--- src/rtl/e_hazard_unit_if.sv ---
// Signal bundle between the D/E pipeline control and the hazard unit.
// master = pipeline side, slave = hazard unit.
interface e_hazard_unit_if #(
  parameter int WIDTH = 32,
  parameter int NSRC  = 2,
  parameter int CNT_W = 32
);
  logic [NSRC*5-1:0]     D_Src;
  logic [NSRC*2-1:0]     D_Tuse;
  logic                  D_IsMD;
  logic [NSRC*5-1:0]     E_Src;
  logic [NSRC*WIDTH-1:0] E_RD;
  logic                  E_GRFWE, M_GRFWE, W_GRFWE;
  logic [4:0]            E_Addr, M_Addr, W_Addr;
  logic [1:0]            E_Tnew, M_Tnew;
  logic [WIDTH-1:0]      M_WD, W_WD;
  logic                  MD_Start;
  logic                  MD_IsDiv;
  logic                  Stall;
  logic [NSRC*WIDTH-1:0] E_FwdRD;
  logic                  MD_Busy;
  logic [CNT_W-1:0]      StallCount;

  modport master (
    output D_Src, D_Tuse, D_IsMD, E_Src, E_RD,
           E_GRFWE, M_GRFWE, W_GRFWE, E_Addr, M_Addr, W_Addr,
           E_Tnew, M_Tnew, M_WD, W_WD, MD_Start, MD_IsDiv,
    input  Stall, E_FwdRD, MD_Busy, StallCount
  );

  modport slave (
    input  D_Src, D_Tuse, D_IsMD, E_Src, E_RD,
           E_GRFWE, M_GRFWE, W_GRFWE, E_Addr, M_Addr, W_Addr,
           E_Tnew, M_Tnew, M_WD, W_WD, MD_Start, MD_IsDiv,
    output Stall, E_FwdRD, MD_Busy, StallCount
  );
endinterface

--- src/rtl/e_hazard_unit.sv ---
// Hazard/forwarding control for the 5-stage pipe: per-operand M/W forwarding,
// Tuse/Tnew stalls, MD busy tracker. Optional stall counter: HAZARD_PERF_CNT_EN.
module e_hazard_lane #(
  parameter int WIDTH = 32
) (
  input  logic [4:0]       d_src,
  input  logic [1:0]       d_tuse,
  input  logic [4:0]       e_src,
  input  logic [WIDTH-1:0] e_rd,
  input  logic             e_grfwe,
  input  logic [4:0]       e_addr,
  input  logic [1:0]       e_tnew,
  input  logic             m_grfwe,
  input  logic [4:0]       m_addr,
  input  logic [1:0]       m_tnew,
  input  logic [WIDTH-1:0] m_wd,
  input  logic             w_grfwe,
  input  logic [4:0]       w_addr,
  input  logic [WIDTH-1:0] w_wd,
  output logic [WIDTH-1:0] fwd_rd,
  output logic             hazard
);
  logic m_hit, w_hit, e_hz, m_hz;

  // $0 is never forwarded; W results are always ready (Tnew=0)
  assign m_hit  = m_grfwe && (m_addr == e_src) && (e_src != 5'd0) && (m_tnew == 2'd0);
  assign w_hit  = w_grfwe && (w_addr == e_src) && (e_src != 5'd0);
  assign fwd_rd = m_hit ? m_wd : (w_hit ? w_wd : e_rd);

  assign e_hz   = e_grfwe && (e_addr == d_src) && (d_tuse < e_tnew);
  assign m_hz   = m_grfwe && (m_addr == d_src) && (d_tuse < m_tnew);
  assign hazard = (d_src != 5'd0) && (e_hz || m_hz);
endmodule

module e_hazard_unit #(
  parameter int WIDTH       = 32,
  parameter int NSRC        = 2,
  parameter int MULT_CYCLES = 5,
  parameter int DIV_CYCLES  = 10,
  parameter int CNT_W       = 32
) (
  input  logic          clk,
  input  logic          reset_n,
  e_hazard_unit_if.slave bus
);
  localparam logic [3:0] MULT_LOAD = 4'(MULT_CYCLES - 1);
  localparam logic [3:0] DIV_LOAD  = 4'(DIV_CYCLES - 1);

  logic [NSRC-1:0][WIDTH-1:0] fwd;
  logic [NSRC-1:0]            data_hz;
  logic [3:0]                 mdcnt;
  logic                       md_busy, stall;

  for (genvar i = 0; i < NSRC; i++) begin : g_lane
    e_hazard_lane #(.WIDTH(WIDTH)) u_lane (
      .d_src   (bus.D_Src[i*5 +: 5]),
      .d_tuse  (bus.D_Tuse[i*2 +: 2]),
      .e_src   (bus.E_Src[i*5 +: 5]),
      .e_rd    (bus.E_RD[i*WIDTH +: WIDTH]),
      .e_grfwe (bus.E_GRFWE),
      .e_addr  (bus.E_Addr),
      .e_tnew  (bus.E_Tnew),
      .m_grfwe (bus.M_GRFWE),
      .m_addr  (bus.M_Addr),
      .m_tnew  (bus.M_Tnew),
      .m_wd    (bus.M_WD),
      .w_grfwe (bus.W_GRFWE),
      .w_addr  (bus.W_Addr),
      .w_wd    (bus.W_WD),
      .fwd_rd  (fwd[i]),
      .hazard  (data_hz[i])
    );
  end

  // mdcnt==0 is IDLE; a start while busy is dropped rather than reloading
  always_ff @(posedge clk or negedge reset_n) begin
    if (!reset_n)                         mdcnt <= 4'd0;
    else if (bus.MD_Start && mdcnt == 4'd0) mdcnt <= bus.MD_IsDiv ? DIV_LOAD : MULT_LOAD;
    else if (mdcnt != 4'd0)               mdcnt <= mdcnt - 4'd1;
  end

  assign md_busy     = bus.MD_Start || (mdcnt != 4'd0);
  assign stall       = (|data_hz) || (bus.D_IsMD && md_busy);
  assign bus.MD_Busy = md_busy;
  assign bus.Stall   = stall;
  assign bus.E_FwdRD = fwd;

`ifdef HAZARD_PERF_CNT_EN
  logic [CNT_W-1:0] stall_cnt;

  always_ff @(posedge clk or negedge reset_n) begin
    if (!reset_n)                          stall_cnt <= '0;
    else if (stall && stall_cnt != '1)     stall_cnt <= stall_cnt + 1'b1;
  end

  assign bus.StallCount = stall_cnt;
`else
  assign bus.StallCount = {CNT_W{1'b0}};
`endif
endmodule
--- src/flat_wrapper.sv ---
// flat-port wrapper written by rule: the top's interface ports become plain ports
module e_hazard_unit_flat 
#(
  parameter int WIDTH       = 32,
  parameter int NSRC        = 2,
  parameter int MULT_CYCLES = 5,
  parameter int DIV_CYCLES  = 10,
  parameter int CNT_W       = 32
)
  (clk, reset_n, bus_D_Src, bus_D_Tuse, bus_D_IsMD, bus_E_Src, bus_E_RD, bus_E_GRFWE, bus_M_GRFWE, bus_W_GRFWE, bus_E_Addr, bus_M_Addr, bus_W_Addr, bus_E_Tnew, bus_M_Tnew, bus_M_WD, bus_W_WD, bus_MD_Start, bus_MD_IsDiv, bus_Stall, bus_E_FwdRD, bus_MD_Busy, bus_StallCount);
  e_hazard_unit_if #(.WIDTH(WIDTH), .NSRC(NSRC), .CNT_W(CNT_W)) bus_i ();
  input  logic clk;
  input  logic reset_n;
  input wire logic [$bits(bus_i.D_Src)-1:0] bus_D_Src;
  input wire logic [$bits(bus_i.D_Tuse)-1:0] bus_D_Tuse;
  input wire logic [$bits(bus_i.D_IsMD)-1:0] bus_D_IsMD;
  input wire logic [$bits(bus_i.E_Src)-1:0] bus_E_Src;
  input wire logic [$bits(bus_i.E_RD)-1:0] bus_E_RD;
  input wire logic [$bits(bus_i.E_GRFWE)-1:0] bus_E_GRFWE;
  input wire logic [$bits(bus_i.M_GRFWE)-1:0] bus_M_GRFWE;
  input wire logic [$bits(bus_i.W_GRFWE)-1:0] bus_W_GRFWE;
  input wire logic [$bits(bus_i.E_Addr)-1:0] bus_E_Addr;
  input wire logic [$bits(bus_i.M_Addr)-1:0] bus_M_Addr;
  input wire logic [$bits(bus_i.W_Addr)-1:0] bus_W_Addr;
  input wire logic [$bits(bus_i.E_Tnew)-1:0] bus_E_Tnew;
  input wire logic [$bits(bus_i.M_Tnew)-1:0] bus_M_Tnew;
  input wire logic [$bits(bus_i.M_WD)-1:0] bus_M_WD;
  input wire logic [$bits(bus_i.W_WD)-1:0] bus_W_WD;
  input wire logic [$bits(bus_i.MD_Start)-1:0] bus_MD_Start;
  input wire logic [$bits(bus_i.MD_IsDiv)-1:0] bus_MD_IsDiv;
  output wire logic [$bits(bus_i.Stall)-1:0] bus_Stall;
  output wire logic [$bits(bus_i.E_FwdRD)-1:0] bus_E_FwdRD;
  output wire logic [$bits(bus_i.MD_Busy)-1:0] bus_MD_Busy;
  output wire logic [$bits(bus_i.StallCount)-1:0] bus_StallCount;
  assign bus_i.D_Src = bus_D_Src;
  assign bus_i.D_Tuse = bus_D_Tuse;
  assign bus_i.D_IsMD = bus_D_IsMD;
  assign bus_i.E_Src = bus_E_Src;
  assign bus_i.E_RD = bus_E_RD;
  assign bus_i.E_GRFWE = bus_E_GRFWE;
  assign bus_i.M_GRFWE = bus_M_GRFWE;
  assign bus_i.W_GRFWE = bus_W_GRFWE;
  assign bus_i.E_Addr = bus_E_Addr;
  assign bus_i.M_Addr = bus_M_Addr;
  assign bus_i.W_Addr = bus_W_Addr;
  assign bus_i.E_Tnew = bus_E_Tnew;
  assign bus_i.M_Tnew = bus_M_Tnew;
  assign bus_i.M_WD = bus_M_WD;
  assign bus_i.W_WD = bus_W_WD;
  assign bus_i.MD_Start = bus_MD_Start;
  assign bus_i.MD_IsDiv = bus_MD_IsDiv;
  assign bus_Stall = bus_i.Stall;
  assign bus_E_FwdRD = bus_i.E_FwdRD;
  assign bus_MD_Busy = bus_i.MD_Busy;
  assign bus_StallCount = bus_i.StallCount;
  e_hazard_unit #(.WIDTH(WIDTH), .NSRC(NSRC), .MULT_CYCLES(MULT_CYCLES), .DIV_CYCLES(DIV_CYCLES), .CNT_W(CNT_W)) u_core (.clk(clk), .reset_n(reset_n), .bus(bus_i));
endmodule
--- config.mk ---
export PLATFORM = sky130hd
export DESIGN_NAME = e_hazard_unit_flat
export DESIGN_NICKNAME = d
export VERILOG_FILES = /design/src/rtl/e_hazard_unit_if.sv /design/src/rtl/e_hazard_unit.sv /design/src/flat_wrapper.sv
export SDC_FILE = /design/constraint.sdc
export NUM_CORES = 1
export LEC_CHECK = 0
export CAP_MARGIN = 30
export CORE_AREA = 2 2 107 109
export DETAILED_ROUTE_END_ITERATION = 8
export DIE_AREA = 0 0 109 111
export GPL_TIMING_DRIVEN = 0
export HOLD_SLACK_MARGIN = 0.08
export PLACE_DENSITY = 0.79
export SYNTH_ARGS = -nofsm -noshare
export SYNTH_HDL_FRONTEND = slang
export SYNTH_HIERARCHICAL = 1
export SYNTH_SLANG_ARGS = --single-unit
--- constraint.sdc ---
create_clock -name clk -period 5.8 [get_ports clk]
set_input_delay 0.87 -clock clk [delete_from_list [all_inputs] [get_ports clk]]
set_output_delay 0.87 -clock clk [all_outputs]
set_load 0.01 [all_outputs]
==> results.sh <==
export IMPL_critPathKind="input port to primary output"
export IMPL_synth_cell_type_count=35
export IMPL_viasPerCell=5.09
export IMPL_max_freq_mhz=219
export IMPL_postCtsSetupBuffers=0
export IMPL_slowest_stage="or4_4"
export IMPL_crit_top_cell="clkdlybuf4s50_1"
export IMPL_drt_first_pass_iters=5
export IMPL_placed_area_um2=5880
export IMPL_yosys_warnings=6
export IMPL_seqCellArea_um2=100
export IMPL_critPathBufInv=3
export IMPL_critPathLaunchType="input port"
export IMPL_tightestPinTransition_ns=0.542
export IMPL_dp_slack_ns=1.22
export IMPL_ctsResizeCount=0
export IMPL_maxSlewHeadroom_pct=63.9
export IMPL_ys_ff_latch=4
export IMPL_regMostFlops="u_core/mdcnt"
export IMPL_finalHoldViolCount=0
export IMPL_drive_above_1_share_pct=7.14
export IMPL_clock_latency_ns=0.22
export IMPL_finalCritPeriodShare_pct=78.6
export IMPL_htreeDepth=1
export IMPL_fillers=1100
export IMPL_globalRouteTotalUtil_pct=23.8
export IMPL_layout_common_cells="244 x clkdlybuf4s50_1, 67 x inv_1, 64 x nor3_1, 64 x a31oi_1, 59 x o21ai_0"
export IMPL_p_leak_nw=2.30
export IMPL_drt_total_wl_um=15600
export IMPL_largest_register_ffs=4
export IMPL_clk_path_buf_depth=2
export IMPL_syn_inst=520
export IMPL_multiInputGateArea_um2=2450
export IMPL_final_area_um2=5960
export IMPL_io_buffers=244
export IMPL_clk_pin_slew_ns=0.03
export IMPL_clkSinkCount=4
export IMPL_area_growth_pct=89.5
export IMPL_hold_slack_ns=0.580
export IMPL_cp_arrival_ns=3.69
export IMPL_fin_crit_ns=4.56
export IMPL_final_common_cell="clkdlybuf4s50_1"
export IMPL_rsz0062_at_grt="false"
export IMPL_cts_tree="built"
export IMPL_path_max_fanout=10
export IMPL_power_density_nw_per_um2=108
export IMPL_max_stage_delay_ns=0.57
export IMPL_wl_per_cell_um=16.6
export IMPL_dp_cells=938
export IMPL_setup_slack_ns=1.24
export IMPL_die_h_um=111
export IMPL_crit_chain="clkdlybuf4s50_1, or4_4, o211ai_2, clkbuf_1, o21ai_0, a31oi_1, clkdlybuf4s50_1"
export IMPL_fin_cells=941
export IMPL_grt_pass1_vias=4542
export IMPL_grt_max_degree=11
export IMPL_cpLargestDelayFamily="buffers and inverters"
export IMPL_final_setup_viol_count=0
export IMPL_skew_ns=0.00388
export IMPL_initial_core_util_pct=28.4
export IMPL_syn_mean_instance_area_um2=6.04
export IMPL_die_area_um2=12100
export IMPL_root_buffer="clkbuf_16"
export IMPL_setup_tns_ns=0
export IMPL_hp_class="flip-flop to flip-flop"
export IMPL_largestRegisters="u_core/mdcnt x4"
export IMPL_grt_pass1_wl_um=23000
export IMPL_dp_hpwl_um=12500
export IMPL_ant_nets=0
export IMPL_diodes=0
export IMPL_drv_slew=0
export IMPL_cp_required_ns=4.93
export IMPL_cts_hold_buf=0
export IMPL_netlist_area_um2=3140
export IMPL_cts_buffers=3
export IMPL_num_vias=4791
export IMPL_synth_yosys_seq_area_share_pct=3.18
export IMPL_critPathCaptureType="primary output"
export IMPL_gr_total_overflow=0
export IMPL_coreArea_um2=11100
export IMPL_outcome="completed"
export IMPL_drc=0
export IMPL_antenna_found_initial=0
export IMPL_pin_count=277
export IMPL_die_x_um=109
export IMPL_place_congestion=0.918
export IMPL_finalNetCount=985
export IMPL_ir_drop_mv=0.200
export IMPL_drtIter0Drc=380
export IMPL_rows=39
export IMPL_drv_cap=0
[synth_stat cells, drive strengths merged]
cell type	number	area share [%]
inv	67	8.0
ha	6	2.4
a211o	1	0.28
buf	44	11
nor3	64	10
or2	2	0.40
dfrtp	4	3.2
o211a	3	0.96
xor2	19	5.3
or3	56	11
nor4	12	2.4
a22oi	1	0.24
nor2	3	0.36
nand4	6	1.2
nand3	1	0.16
or4b	3	1.2
or4	4	1.2
nor3b	3	1.1
conb	1	0.12
o21ai	71	11
clkbuf	32	3.8
nand2b	4	0.80
nand2	18	2.2
o211ai	4	1.6
xnor2	22	6.1
a21oi	4	0.64
o21a	1	0.24
a31oi	64	13
[where the power goes]
group	internal [mW]	total, mW	switching [mW]	leakage (nW)
Sequential	0.0439	0.0636	0.0197	0.0471
Combinational	0.260	0.473	0.213	2.21
Clock	0.0881	0.107	0.0192	0.0370
[layer usage]
layer	vias to the layer above	global-route usage, %	wire (um)
met5	-	0	0
li1	2353	-	-
met2	244	43.2	7720
met4	0	4.79	235
met3	20	4.12	1470
met1	2174	28.8	6190
[worst paths after layout]
| check | from | cells past startpoint | endpoint | slack [ns] |
|---|---|---|---|---|
| max in group asynchronous | reset_n | 1 | u_core/mdcnt[2] | 4.76 |
| min reg2reg | u_core/mdcnt[0] | 1 | u_core/mdcnt[0] | 0.58 |
| min | u_core/mdcnt[0] | 1 | u_core/mdcnt[0] | 0.58 |
| max | bus_E_Src[3] | 7 | bus_E_FwdRD[19] | 1.24 |
| max reg2reg | u_core/mdcnt[0] | 5 | u_core/mdcnt[0] | 4.30 |
| min in group asynchronous | reset_n | 1 | u_core/mdcnt[1] | 0.86 |
[metrics by stage]
stage	util [%]	power, mW
6_report	53.8	0.644
3_5_place_dp	53.1	0.531
5_1_grt	53.8	0.689
3_3_place_gp	53.1	0.525
2_1_floorplan	-	0.272
4_1_cts	53.8	0.645
[kinds of logic after synthesis]
group / after synthesis / synth area share, %
xor+xnor: 41 / 11.4
fa+ha+maj: 6 / 2.39
flops: 4 / 3.18
simple gates: 176 / 32.3
compound gates: 149 / 28.0
other cells: 1 / 0.119
buf+inv: 143 / 22.6
[area by class of cell]
class	instances	share of cell area (%)
plain buffers	76	7.69
repair buffers	244	41.0
well taps	143	3.00
flip-flops and latches	4	1.68
clock buffers	3	1.26
inverters	67	4.22
multi-input cells	404	41.1
No activity file was read; power rests on OpenSTA's default activity.
